### config.mk
export PLATFORM = sky130hd
export DESIGN_NAME = seq_init_ram
export DESIGN_NICKNAME = d
export VERILOG_FILES = /design/src/rtl/mem_pkg.sv /design/src/rtl/sp_ram_sync.sv /design/src/rtl/seq_init_ram.sv
export SDC_FILE = /design/constraint.sdc
export NUM_CORES = 1
export LEC_CHECK = 0
export ABC_AREA = 1
export CAP_MARGIN = 10
export CORE_AREA = 2 2 115 117
export CTS_CLUSTER_SIZE = 28
export DETAILED_ROUTE_END_ITERATION = 10
export DIE_AREA = 0 0 117 119
export GPL_ROUTABILITY_DRIVEN = 0
export HOLD_SLACK_MARGIN = 0.05
export PLACE_DENSITY_LB_ADDON = 0.1
export SKIP_LAST_GASP = 1
export SYNTH_ARGS = -nofsm -noshare
export SYNTH_HDL_FRONTEND = slang
export SYNTH_SLANG_ARGS = --single-unit
### constraint.sdc
create_clock -name clk -period 5.6 [get_ports clk]
set_clock_uncertainty 0.05 [all_clocks]
set_input_delay 0.56 -clock clk [delete_from_list [all_inputs] [get_ports clk]]
set_output_delay 0.56 -clock clk [all_outputs]
set_load 0.005 [all_outputs]
### src/rtl/mem_pkg.sv
// Shared constants and types for the self-initialising RAM.
package mem_pkg;

    // Power-on pattern loaded after every reset; repeats every 8 words.
    localparam logic [7:0] INIT_TABLE [0:7] = '{
        8'hAA, 8'hF0, 8'h0F, 8'hCC, 8'hE7, 8'h18, 8'hB7, 8'hED
    };

    typedef enum logic [1:0] {
        ST_INIT,
        ST_IDLE,
        ST_BURST
    } state_t;

    // Table entry for a given word index (index taken modulo 8).
    function automatic logic [7:0] init_entry(input int unsigned idx);
        return INIT_TABLE[idx[2:0]];
    endfunction

endpackage

### src/rtl/sp_ram_sync.sv
// Single-port RAM with a registered read port (read-before-write).
module sp_ram_sync #(
    parameter int unsigned DATA_WIDTH = 8,
    parameter int unsigned ADDR_WIDTH = 3
) (
    input  logic                  clk,
    input  logic                  we,
    input  logic [ADDR_WIDTH-1:0] addr,
    input  logic [DATA_WIDTH-1:0] wdata,
    output logic [DATA_WIDTH-1:0] q
);

    localparam int unsigned DEPTH = 2 ** ADDR_WIDTH;

    logic [DATA_WIDTH-1:0] r_mem [DEPTH];
    logic [DATA_WIDTH-1:0] r_q;

    // Write on request; read port always registers the old contents of addr.
    always_ff @(posedge clk) begin
        if (we) begin
            r_mem[addr] <= wdata;
        end
        r_q <= r_mem[addr];
    end

    assign q = r_q;

endmodule

### src/rtl/seq_init_ram.sv
// Synchronous single-port RAM that reloads the pattern table after every
// reset, then serves single reads/writes and auto-incrementing burst reads.
module seq_init_ram #(
    parameter int unsigned DATA_WIDTH = 8,
    parameter int unsigned ADDR_WIDTH = 3
) (
    input  logic                  clk,
    input  logic                  reset,
    input  logic                  req,
    input  logic                  we,
    input  logic                  burst,
    input  logic [ADDR_WIDTH-1:0] addr,
    input  logic [ADDR_WIDTH-1:0] blen,
    input  logic [DATA_WIDTH-1:0] wdata,
    output logic                  ready,
    output logic                  rvalid,
    output logic [DATA_WIDTH-1:0] rdata
);

    import mem_pkg::*;

    state_t                r_state, w_state_nxt;
    logic [ADDR_WIDTH-1:0] r_cnt, w_cnt_nxt;
    logic [ADDR_WIDTH-1:0] r_baddr, w_baddr_nxt;
    logic [ADDR_WIDTH-1:0] r_bcnt, w_bcnt_nxt;
    logic                  r_rvalid, w_rvalid_nxt;
    logic [DATA_WIDTH-1:0] r_hold;

    logic                  w_ready;
    logic                  w_accept;
    logic                  w_ram_we;
    logic [ADDR_WIDTH-1:0] w_ram_addr;
    logic [DATA_WIDTH-1:0] w_ram_wdata;
    logic [DATA_WIDTH-1:0] w_q;
    logic [DATA_WIDTH-1:0] w_init_word;

    // Table entry resized to the word width (zero-extend or keep LSBs).
    assign w_init_word = DATA_WIDTH'(init_entry(32'(r_cnt)));

    sp_ram_sync #(
        .DATA_WIDTH(DATA_WIDTH),
        .ADDR_WIDTH(ADDR_WIDTH)
    ) u_ram (
        .clk  (clk),
        .we   (w_ram_we),
        .addr (w_ram_addr),
        .wdata(w_ram_wdata),
        .q    (w_q)
    );

    // State, counters and read-valid registers with synchronous reset.
    always_ff @(posedge clk) begin
        if (reset) begin
            r_state  <= ST_INIT;
            r_cnt    <= '0;
            r_baddr  <= '0;
            r_bcnt   <= '0;
            r_rvalid <= 1'b0;
        end else begin
            r_state  <= w_state_nxt;
            r_cnt    <= w_cnt_nxt;
            r_baddr  <= w_baddr_nxt;
            r_bcnt   <= w_bcnt_nxt;
            r_rvalid <= w_rvalid_nxt;
        end
    end

    // Holds the last presented word so rdata is stable outside read cycles.
    always_ff @(posedge clk) begin
        if (reset) begin
            r_hold <= '0;
        end else if (r_rvalid) begin
            r_hold <= w_q;
        end
    end

    // Next-state logic and RAM port mux (init sequencer, burst, or host).
    always_comb begin
        w_state_nxt  = r_state;
        w_cnt_nxt    = r_cnt;
        w_baddr_nxt  = r_baddr;
        w_bcnt_nxt   = r_bcnt;
        w_rvalid_nxt = 1'b0;
        w_ready      = 1'b0;
        w_accept     = 1'b0;
        w_ram_we     = 1'b0;
        w_ram_addr   = addr;
        w_ram_wdata  = wdata;

        case (r_state)
            ST_INIT: begin
                w_ram_we    = 1'b1;
                w_ram_addr  = r_cnt;
                w_ram_wdata = w_init_word;
                w_cnt_nxt   = r_cnt + ADDR_WIDTH'(1);
                if (r_cnt == '1) begin
                    w_state_nxt = ST_IDLE;
                end
            end
            ST_IDLE: begin
                w_ready = 1'b1;
            end
            ST_BURST: begin
                if (r_bcnt != '0) begin
                    w_ram_addr   = r_baddr;
                    w_baddr_nxt  = r_baddr + ADDR_WIDTH'(1);
                    w_bcnt_nxt   = r_bcnt - ADDR_WIDTH'(1);
                    w_rvalid_nxt = 1'b1;
                end else begin
                    // Last word is on rdata now; behave as IDLE for new requests.
                    w_ready     = 1'b1;
                    w_state_nxt = ST_IDLE;
                end
            end
            default: begin
                w_state_nxt = ST_INIT;
            end
        endcase

        // Nothing is accepted or written while reset is asserted.
        if (reset) begin
            w_ready  = 1'b0;
            w_ram_we = 1'b0;
        end

        w_accept = w_ready & req;
        if (w_accept) begin
            if (we) begin
                w_ram_we = 1'b1;
            end else begin
                w_rvalid_nxt = 1'b1;
                if (burst) begin
                    w_state_nxt = ST_BURST;
                    w_baddr_nxt = addr + ADDR_WIDTH'(1);
                    w_bcnt_nxt  = blen;
                end
            end
        end
    end

    assign ready  = w_ready;
    assign rvalid = r_rvalid;
    assign rdata  = r_rvalid ? w_q : r_hold;

endmodule

; Word level (Yosys, flattened, before mapping)
; Memory sizes are Yosys's and may differ from the RTL's. A register that Yosys moved wholly into a read port is not among the register bits.
; Index checks and enable logic that the tools add are counted.
[word_totals]
output_inout_bits = 10
inputBits = 19
mem_bits_rw = 64
romBits = 64
reg_bits = 20
elab_cells = 55
n_memories = 2
[classes]
muxes = 35
reduce_logical = 2
n_lt_le_gt_ge = 1
add_sub_neg = 4
eq_ne = 3
bitwise = 2
[memory_table]
columns = name, words, width, rd, rd_clocked_by_memory_dff, write_ports, line
row1 = (name not given), 8, 8, 1, 0, 0, mem_pkg.sv:17  ; return INIT_TABLE[idx[2:0]];
row2 = u_ram.r_mem, 8, 8, 1, 1, 1, sp_ram_sync.sv:15  ; logic [DATA_WIDTH-1:0] r_mem [DEPTH];
[ops]
columns = op, count
row1 = 2-to-1 mux 3 bit, 11
row2 = 2-to-1 mux 8 bit, 4
row3 = 2-to-1 mux 1 bit, 12
row4 = 2-to-1 mux 2 bit, 5
row5 = "adder 3 x 1 -> 3 bit, second input constant", 3
row6 = case mux 2 bit (3 select lines), 1
row7 = case mux 3 bit (2 select lines), 1
row8 = "greater-or-equal comparator 4 bit, second input constant", 1
row9 = NOT 3 -> 4 bit, 1
row10 = "== test 3 bit, second input constant", 1
row11 = nonzero test 3 bit, 1
row12 = "subtractor 3 x 1 -> 3 bit, second input constant", 1
row13 = "== test 2 x 1 -> 1 bit, second input constant", 1
row14 = "== test 2 bit, second input constant", 1
row15 = zero test 2 bit, 1
row16 = case mux 1 bit (2 select lines), 1
row17 = bitwise AND 1 bit, 1

; Depth between registers and ports, before layout
[logic_depth]
ltp_word = 8
depth_mapped = 13

; Hierarchy
; Synthesis repeated with hierarchy kept, for this count alone.
[hier_totals]
cells_unflattened = 479
hier_area_um2 = 4270.3
[by_module_without_submodules]
columns = mod, seq_area_each_um2, cells_per_inst, n_inst, area_each_um2
row1 = sp_ram_sync, 2082.0, 280, 1, 2924.1
row2 = seq_init_ram, 400.4, 199, 1, 1346.3

; Worst setup path before layout
; OpenSTA, ideal clock, no wires.
[synth_path]
kind = register -> register
startpoint = reg r_state[0]
endpoint = mem u_ram.r_mem[1][0], enable pin
setup_time_ns = 0.370
path_stages_with_launch = 11
arrival_time_ns = 1.771
synth_period_minus_slack_ns = 2.191
setup_slack_ns = 3.409
path_buffers = 1
required_time_ns = 5.180
cell_sequence = dfxtp_1 > inv_1 > ha_1 > inv_2 > nand2_2 > nand2_2 > nand2_1 > nand3_2 > buf_2 > nand2_1 > nor2_1
[synth_between]
elab_chain_len = 7
word_cells_on_any_way = 13
cone_classes = eq/ne (2) / mux (9) / bitwise (1) / reduce/logical (1)
[synth_lines]
columns = element, line
row1 = "start, declared", seq_init_ram.sv:22  ; state_t r_state, w_state_nxt;
row2 = "start signal, assigned", seq_init_ram.sv:60  ; r_state <= w_state_nxt;
row3 = == test 2 bit (tied with other cells), seq_init_ram.sv:90  ; case (r_state)
row4 = case mux 1 bit (2 select lines) or 2-to-1 mux 1 bit (tied branches), seq_init_ram.sv:90
row5 = 2-to-1 mux 1 bit, seq_init_ram.sv:121  ; if (reset) begin
row6 = bitwise AND 1 bit or 2-to-1 mux 1 bit (tied branches), "seq_init_ram.sv:126, seq_init_ram.sv:128"
row7 = 2-to-1 mux 1 bit, seq_init_ram.sv:127  ; if (w_accept) begin
row8 = 2-to-1 mux 1 bit, sp_ram_sync.sv:20  ; if (we) begin
row9 = 2-to-1 mux 1 bit (implied by the code), sp_ram_sync.sv:21  ; r_mem[addr] <= wdata;
row10 = "end, declared", sp_ram_sync.sv:15
; Several ways; a longest one is shown, not always the timed one.

; Worst setup path after layout
[layout_path]
startpoint = reg r_state[0]
endpoint = mem u_ram.r_mem[1][2], enable pin
; Same word-level chain as after synthesis.

==> results.md <==
* WHS at roughly 420 ps
* ANT nets after route at 0
* Max Cap Violations at 0
* Placed insts at about 680
* # port buffers at 28
* Routed len/inst at 14.30 µm
* Setup Crit Path Kind: register to register
* Vias at roughly 3000
* CTS Buffer Depth at 2
* DR pass1 iterations at 4
* WP data required at 5530 ps
* CP peak stage delay at 580 ps
* Final core occ at 39.41%
* Drt drc at 0
* Fin crit share at 58.60%
* Post-DP HPWL at 7.584 mm
* TNS Setup at 0 ps
* Crit-path slowest cell: nor2_1
* Final Hold Viols at 0
* Slew @ Worst Pin at about 990 ps
* Reg2reg end: u_ram.r_mem[1][2]
* Maximum VDD drop at ~0.3 mV
* Crit path DAT at between 3000 and 4000 ps
* Cts repair resizes at 0
* Nets at 547
* Status: finished, final reports clean
* Final Slew Violations at 0
* Maximum number of pins on one net before global-route repair at 34
* Cells after synthesis at 485
* Worst r2r path cells at 9
* Mapped Area at 0.004362 mm²
* GRT overflow at 0
* DR vias/cell at 4.429
* Total die area at 0.01392 mm²
* Clock transition at path regs at 60 ps
* Die Wd at 117 µm
* Initial antenna violation count at 0
* Iter 0 DRT Violations at 178
* Crit path time final at 3282 ps
* Slew margin rel. at 33.83%
* CP cell instances: inv_1 > ha_1 > inv_1 > nand2_2 > nand2_2 > nand2_1 > nand3_2 > nand2_1 > nor2_1
* Startpoint types: register
* Worst skew pair latency at approximately 350 ps
* HP Class: register to register
* Synth warnings at 0
* Row count at 42
* Seq/Total Area, Yosys at 56.91%
* CTS tree: yes
* Crit Reg-Reg Startpoint: r_state[0]
* First-pass GRT wire length at 16.08 mm
* Hold_buf cts at 0
* Avg Cell Area, Syn at approximately 9.0 µm²
* End of the critical path: u_ram.r_mem[1][2]
* Setup crit start: r_state[0]
* CTS root buf: clkbuf_16
* Vias in the first global route at 2980
* Final Setup Violations at 0
* CP Max Fanout at 33
* Max Clock Freq at 304.7 MHz
* Antenna diode count at 0
* Non-filler cells in the finished layout at between 600 and 700
* Final WL at a little under 10 mm
* Total GRT Usage at between 10% and 20%
* I/O Pins at 29
* Synth Net Count at approximately 520
* Pleak at ~2.3 nW
* Crit end category: register
* Flops & latches, synth at 92
* Initial Utilization at 33.88%
* PwrDens at 498.3 mW/mm²
* Netlist cell types at 30
* Post-CTS Setup Bufs at 0
* Die Y at about 120 µm
* H-tree Lvls at 3
* Area Growth Syn to Fin at 16.32%
* R2R Setup Slk at 2320 ps
* Clock tree sinks at 92
* Ratio of cells with drive above 1 in the final layout at under 10%
* Core Region at 0.01287 mm²
* TritonCTS Buffers at 9
* RSZ-0062 raised after global routing: false
worst max-delay path: cells and delay by family, from the launching register on:
kind / cells / cell delay (ps)
DFF: 1 / 390
adders and majority gates: 1 / 350
buffers and inverters: 2 / 480
and+or+nand+nor: 6 / 1640
where the power goes:
part | switching, W | internal, W | leakage, nW
clock | 0.000269 | 0.000307 | 0.132
sequential | 0.0000475 | 0.000995 | 0.807
combinational | 0.000674 | 0.000236 | 1.34
total | 0.000990 | 0.00154 | 2.28
registers in the layout, indices dropped and copies added (netlist names):
signal and cells:
r_baddr 3, r_bcnt 3, r_cnt 3, r_hold 8, r_state 2, rvalid 1
u_ram.q 8, u_ram.r_mem 64
worst min-delay path by stage:
stage	start	end	slack (ps)	cells after the start
detailed placement	r_hold[6]	r_hold[6]	410	2
global route	r_hold[2]	r_hold[2]	430	2
global placement	r_hold[0]	r_hold[0]	410	2
floorplan	u_ram.q[6]	r_hold[6]	390	2
CTS	r_hold[3]	r_hold[3]	420	2
finish	r_hold[5]	r_hold[5]	420	2
cell usage in the layout, fill, tap and decap left out, drive strengths merged:
cell	Yosys	routed
o21ai	12	12
clkinv	0	1
a31oi	1	1
o31ai	1	1
o21a	2	2
clkdlybuf4s50	0	28
or2	3	3
ha	15	15
nand2	146	146
clkbuf	3	9
a21oi	21	21
inv	103	107
a211oi	1	1
xor2	4	4
o221ai	1	1
a21boi	1	1
clkinvlp	0	2
dfxtp	28	28
a22o	3	3
edfxtp	64	64
nor2	26	26
nand3	41	41
nor3	1	1
routing by layer:
layer	vias to the layer above	global-route usage, %	share of wire (%)
met4	0	5.294	1.6
met2	53	22.07	43
met5	-	0	0
li1	1575	-	-
met3	14	3.562	4.1
met1	1432	23.18	51
metrics by stage:
step | total power [W] | area (µm²) | setup slack, ps
after floorplan | 0.001680 | 4362 | 3409
after global placement | 0.001991 | 4792 | 2439
after detailed placement | 0.001983 | 4792 | 2325
after CTS | 0.002561 | 5074 | 2326
after global routing | 0.002721 | 5074 | 1985
final | 0.002528 | 5074 | 2318
cells by family (layout without fill, tap and decap cells):
kind of cell             after synthesis  in the layout  synth area share, %
AO/OA/AOI/OAI                         43             43                5.680
XOR/XNOR                               4              4               0.8031
AND/OR/NAND/NOR                      217            217                21.83
flip-flops                            92             92                56.91
buffers and inverters                114            147                10.47
adder cells (fa/ha/maj)               15             15                4.303
cells in the mapped netlist:
| cell type | instances | area (µm²) |
|---|---|---|
| edfxtp_1 | 64 | 1922 |
| a21oi_2 | 1 | 8.760 |
| a31oi_1 | 1 | 6.260 |
| a22o_1 | 3 | 26.28 |
| nor2_4 | 5 | 56.30 |
| clkbuf_1 | 3 | 11.26 |
| o21ai_1 | 1 | 5.000 |
| xor2_1 | 4 | 35.03 |
| nor2_1 | 17 | 63.81 |
| o221ai_1 | 1 | 8.760 |
| o21a_1 | 2 | 15.01 |
| o21ai_0 | 11 | 55.05 |
| ha_1 | 15 | 187.7 |
| o31ai_1 | 1 | 7.510 |
| nand2_1 | 142 | 533.0 |
| buf_4 | 5 | 37.54 |
| inv_2 | 2 | 7.510 |
| inv_1 | 101 | 379.1 |
| a21oi_1 | 20 | 100.1 |
| a211oi_1 | 1 | 7.510 |
| buf_2 | 2 | 10.01 |
| or2_2 | 3 | 18.77 |
| nor2_2 | 4 | 25.02 |
| buf_6 | 1 | 11.26 |
| a21boi_1 | 1 | 7.510 |
| nand3_2 | 4 | 40.04 |
| dfxtp_1 | 28 | 560.5 |
| nand2_2 | 4 | 25.02 |
| nor3_1 | 1 | 5.000 |
| nand3_1 | 37 | 185.2 |
layout make-up:
cell class | count | area, µm²
Inverter | 103 | 386.6
Tap cell | 176 | 220.2
Sequential cell | 92 | 2482
Clock inverter | 7 | 56.30
Timing Repair Buffer | 28 | 280.3
Multi-Input combinational cell | 279 | 1423
Fill cell | 1322 | 7801
Clock buffer | 9 | 225.2
No activity file was read; power rests on OpenSTA's default activity.
